**config.mk**
```make
export PLATFORM = sky130hd
export DESIGN_NAME = pipeline_hazard_ctrl
export DESIGN_NICKNAME = d
export VERILOG_FILES = /design/src/rtl/pipeline_hazard_ctrl.sv
export SDC_FILE = /design/constraint.sdc
export NUM_CORES = 1
export LEC_CHECK = 0
export BUFFER_PORTS_ARGS = -buffer_cell sky130_fd_sc_hd__buf_2
export CAP_MARGIN = 40
export CORE_ASPECT_RATIO = 1.75
export CORE_UTILIZATION = 42
export DETAILED_ROUTE_END_ITERATION = 16
export GPL_ROUTABILITY_DRIVEN = 0
export HOLD_SLACK_MARGIN = 0.03
export PLACE_DENSITY = 0.64
export SLEW_MARGIN = 40
export SYNTH_ARGS = -nofsm -noshare
export SYNTH_HDL_FRONTEND = slang
export SYNTH_SLANG_ARGS = --single-unit
export TNS_END_PERCENT = 100
```
**constraint.sdc**
```tcl
create_clock -name i_clk -period 2.32 [get_ports i_clk]
set_input_delay 0.232 -clock i_clk [delete_from_list [all_inputs] [get_ports i_clk]]
set_output_delay 0.232 -clock i_clk [all_outputs]
set_load 0.05 [all_outputs]
```
**src/rtl/pipeline_hazard_ctrl.sv**
```systemverilog
// Pipeline sequencer for the 5-stage MIPS core: stage enables, IF/ID flush, ID/EX bubble,
// load-use stall detection, run/single-step control and HALT drain, plus cycle/stall counters.
module pipeline_hazard_ctrl #(
   parameter int unsigned CNT_W     = 32,
   parameter int unsigned DRAIN_CYC = 4
) (
   input  logic             i_clk,
   input  logic             i_rst_n,
   input  logic             i_run_mode,
   input  logic             i_step,
   input  logic             i_id_valid,
   input  logic             i_id_halt,
   input  logic [4:0]       i_id_rs,
   input  logic [4:0]       i_id_rt,
   input  logic             i_id_uses_rt,
   input  logic             i_id_pc_modify,
   input  logic             i_ex_mem_read,
   input  logic [4:0]       i_ex_rt,
   output logic             o_pc_en,
   output logic             o_if_id_en,
   output logic             o_if_id_flush,
   output logic             o_id_ex_bubble,
   output logic             o_pipe_en,
   output logic             o_halted,
   output logic [CNT_W-1:0] o_cycle_cnt,
   output logic [CNT_W-1:0] o_stall_cnt
);

   localparam int unsigned DCW = (DRAIN_CYC > 1) ? $clog2(DRAIN_CYC) : 1;
   localparam logic [DCW-1:0] DRAIN_LAST = DCW'(DRAIN_CYC - 1);

   typedef enum logic [2:0] {StIdle, StRun, StStep, StDrain, StHalted} state_e;

   state_e           state_q, state_d;
   logic [DCW-1:0]   drain_cnt_q, drain_cnt_d;
   logic             halted_q;
   logic [CNT_W-1:0] cycle_cnt_q, stall_cnt_q;

   logic adv, hazard, halt_go, rs_match, rt_match;

   assign adv      = (state_q == StRun) || (state_q == StStep);
   // r0 is hardwired zero, so a load targeting it never creates a dependency
   assign rs_match = (i_ex_rt == i_id_rs);
   assign rt_match = i_id_uses_rt && (i_ex_rt == i_id_rt);
   assign hazard   = i_ex_mem_read && (i_ex_rt != 5'd0) && (rs_match || rt_match) && i_id_valid;
   assign halt_go  = adv && i_id_valid && i_id_halt && !hazard;

   // State register
   always_ff @(posedge i_clk or negedge i_rst_n) begin
      if (!i_rst_n) begin
         state_q     <= StIdle;
         drain_cnt_q <= '0;
         halted_q    <= 1'b0;
      end else begin
         state_q     <= state_d;
         drain_cnt_q <= drain_cnt_d;
         halted_q    <= (state_d == StHalted);
      end
   end

   // Next-state logic
   always_comb begin
      state_d     = state_q;
      drain_cnt_d = '0;
      unique case (state_q)
         StIdle: begin
            if (i_run_mode)  state_d = StRun;
            else if (i_step) state_d = StStep;
         end
         StRun: begin
            if (halt_go)          state_d = StDrain;
            else if (!i_run_mode) state_d = StIdle;
         end
         StStep: begin
            if (halt_go) state_d = StDrain;
            else         state_d = StIdle;
         end
         StDrain: begin
            if (drain_cnt_q == DRAIN_LAST) state_d = StHalted;
            else                           drain_cnt_d = drain_cnt_q + 1'b1;
         end
         StHalted: state_d = StHalted;
         default:  state_d = StIdle;
      endcase
   end

   // Output logic; stall takes priority over halt and redirect
   always_comb begin
      o_pc_en        = 1'b0;
      o_if_id_en     = 1'b0;
      o_if_id_flush  = 1'b0;
      o_id_ex_bubble = 1'b0;
      o_pipe_en      = 1'b0;
      if (adv) begin
         o_pipe_en = 1'b1;
         if (hazard) begin
            o_id_ex_bubble = 1'b1;
         end else if (!halt_go) begin
            o_pc_en       = 1'b1;
            o_if_id_en    = 1'b1;
            o_if_id_flush = i_id_pc_modify;
         end
      end else if (state_q == StDrain) begin
         o_pipe_en      = 1'b1;
         o_id_ex_bubble = 1'b1;
      end
   end

   // Saturating performance counters
   always_ff @(posedge i_clk or negedge i_rst_n) begin
      if (!i_rst_n) begin
         cycle_cnt_q <= '0;
         stall_cnt_q <= '0;
      end else begin
         if (o_pipe_en && (cycle_cnt_q != '1)) cycle_cnt_q <= cycle_cnt_q + CNT_W'(1);
         if (adv && hazard && (stall_cnt_q != '1)) stall_cnt_q <= stall_cnt_q + CNT_W'(1);
      end
   end

   assign o_halted    = halted_q;
   assign o_cycle_cnt = cycle_cnt_q;
   assign o_stall_cnt = stall_cnt_q;

endmodule

```
==> reports/metrics.csv <==
stage,metric,value,unit
outcome,status,"finished, final reports clean",
timing,finalCriticalPeriod,2.17,ns
die,die_y,126,um
layout,syn2layout_area_growth,25.8,%
layout,layout-drive-gt1-share,29.6,%
layout,nFillCells,771,
placed_design,place_ws,0.139,ns
setup_path,critPathSlowestCell,nor3_4,
clock_tree,cts_inserted_buffers,9,
logic_synthesis,synth-async-reset-ratio,100,%
routing,wl_per_cell,14.9,um
job,maxCapViolCount,0,
logic_synthesis,ys.flop_type,dfrtp_1,
die,coreArea,8420,um^2
die,ioPinCount,94,
logic_synthesis,yosysTopAreaCellShare,47.6,%
clock_tree,numClockSinks,70,
logic_synthesis,synth_edf_count,0,
timing,fin_hold_ws,0.212,ns
power,pwr_density_cell,857,nW/um^2
logic_synthesis,synth_cell_type_count,54,
clock_tree,cts_max_path_buffers,2,
routing,drt_wl_total,8580,um
layout,diodes,0,
clock_tree,ctsHoldBuffers,1,
setup_path,crit_type,reg2reg,
clock_tree,clock_latency,0.34,ns
die,die_w,72.8,um
logic_synthesis,ys_seq_area_share,47.6,%
logic_synthesis,yosys_register_bits,70,
power,vdd_drop_max,731,uV
routing,vias,3088,
routing,drtIter0Drc,139,
timing,fin_crit_sh,93.7,%
clock_tree,cts_setup_buffers,0,
clock_tree,clk_pin_slew,0.06,ns
setup_path,arrival,2.40,ns
setup_path,endpoint_kind,register,
clock_tree,clockRootBuffer,clkbuf_16,
timing,report.final.slew_viol_count,0,
logic_synthesis,synth_nets,376,
worst_hold_path,worstHoldPathType,in2reg,
clock_tree,cts_resized,0,
timing,worst-slew-pin-transition,0.577,ns
layout,layout.nets,482,
power,power,3.97,mW
routing,ant_nets,0,
layout,final_common_cell,buf_2,
logic_synthesis,synth_area_leaders,"dfrtp_1 (48%), xnor2_1 (11%), xor2_1 (5.5%)",
layout,final_cells,575,
die,rows,44,
power,p_leak,2.33,nW
timing,fmax,0.460,GHz
grt,antenna_found_initial,0,
placed_design,portBuffers,93,
logic_synthesis,synth.largest_area_cell,dfrtp_1,
layout,multiInputGateArea,1880,um^2
grt,overflow,0,
setup_path,max_stage_delay,0.47,ns
setup_path,crit_fanout,15,
timing,fin_ws,0.146,ns
timing,skew,0.00654,ns
grt,grt_pass1_vias,2971,
layout,register_area,1750,um^2
die,die_area,9160,um^2
placed_design,dp_hpwl,6420,um
routing,viasPerCell,5.37,
logic_synthesis,syn_area,3680,um^2
routing,drc,0,
logic_synthesis,yosys_warnings,0,
timing,hold_viol,0,
routing,first_pass_iters,4,
clock_tree,cts_tree,done,
placed_design,dp.cells,558,
grt,grt_pass1_wl,14000,um
grt,grt_max_degree,29,
setup_path,start_kind,register,
grt,grt_usage,20.1,%
timing,setup_violations,0,
die,start_util,43.7,%
setup_path,cp_data_required_time,2.54,ns
layout,final_cell_mix,"buf_2 (93), dfrtp_1 (70), xnor2_1 (46)",
timing,tns,0,ns
timing,rsz0062_at_grt,false,
logic_synthesis,syn_inst,349,
setup_path,path_cells,"ha_1, and4_1, nor4bb_4, nor3_4, mux2_2",
timing,slew_headroom,61.4,%
clock_tree,cts-htree-levels,3,
logic_synthesis,syn_avg_cell_area,10.5,um^2
## per-layer routing
metal	up-vias	track usage [%]	part of all wire (%)
met5	-	0	0
met4	0	9.57	2.9
met3	20	4.96	4.1
met2	79	34.9	54
met1	1511	22.5	39
li1	1478	-	-
## synthesized netlist by cell type (all sizes together) (2+ instances only)
| master | n |
|---|---|
| dfrtp | 70 |
| xnor2 | 46 |
| nand2 | 35 |
| nand3 | 28 |
| nand4 | 26 |
| nor2 | 23 |
| xor2 | 23 |
| and3 | 16 |
| nor3 | 13 |
| and4 | 7 |
| nor4 | 7 |
| and2 | 6 |
| o21ai | 5 |
| buf | 4 |
| inv | 4 |
| a21oi | 3 |
| ha | 3 |
| nor4b | 3 |
| a22o | 2 |
| a31oi | 2 |
| nand4b | 2 |
| nor3b | 2 |
| o22ai | 2 |
| or3 | 2 |
## final cells by class
| type | count | area share [%] |
|---|---|---|
| clock buffers | 12 | 5.32 |
| flip-flops and latches | 70 | 37.8 |
| multi-input cells | 270 | 40.6 |
| repair buffers | 100 | 11.2 |
| well taps | 115 | 3.11 |
| clock inverters | 4 | 1.51 |
| inverters | 4 | 0.324 |
## power breakdown
group / switching [mW] / internal [mW]
sequential: 0.138 / 1.32
combinational: 0.748 / 0.286
clock: 0.509 / 0.967
## worst paths after layout
kind                           startpoint         endpoint  slack (ns)  cells after the start
setup / recovery           o_stall_cnt[0]   o_stall_cnt[1]        0.15                      5
min in group asynchronous         i_rst_n         o_halted        0.41                      2
hold / removal                 i_run_mode       state_q[0]        0.21                      3
hold reg to reg            drain_cnt_q[0]   drain_cnt_q[0]        0.45                      1
setup reg to reg           o_stall_cnt[0]   o_stall_cnt[1]        0.15                      5
max in group asynchronous         i_rst_n  o_cycle_cnt[26]        1.14                      3
## sequential cells by signal, summed over array words and instances, names as in the netlist
name	flops
o_halted	1
state_q	3
o_cycle_cnt	32
drain_cnt_q	2
o_stall_cnt	32
## through the flow
step / area (um^2) / util [%]
2_1_floorplan: 3680 / -
3_3_place_gp: 4300 / 51.1
3_5_place_dp: 4300 / 51.1
4_1_cts: 4630 / 55.0
5_1_grt: 4630 / 55.0
6_report: 4630 / 55.0
## logic make-up after synthesis
| family | synth area share [%] |
|---|---|
| fa+ha+maj | 1.02 |
| mux | 0.578 |
| flops | 47.6 |
| simple gates | 28.8 |
| xor+xnor | 16.4 |
| compound gates | 4.32 |
| buf+inv | 1.29 |
## critical path: cells and delay by family (launching register included)
family,cells,cell delay [ns]
adder cells (fa/ha/maj),1,0.28
flip-flops,1,0.44
multiplexers,1,0.39
AND/OR/NAND/NOR,3,0.95
Power figures use the tool's default switching activity.
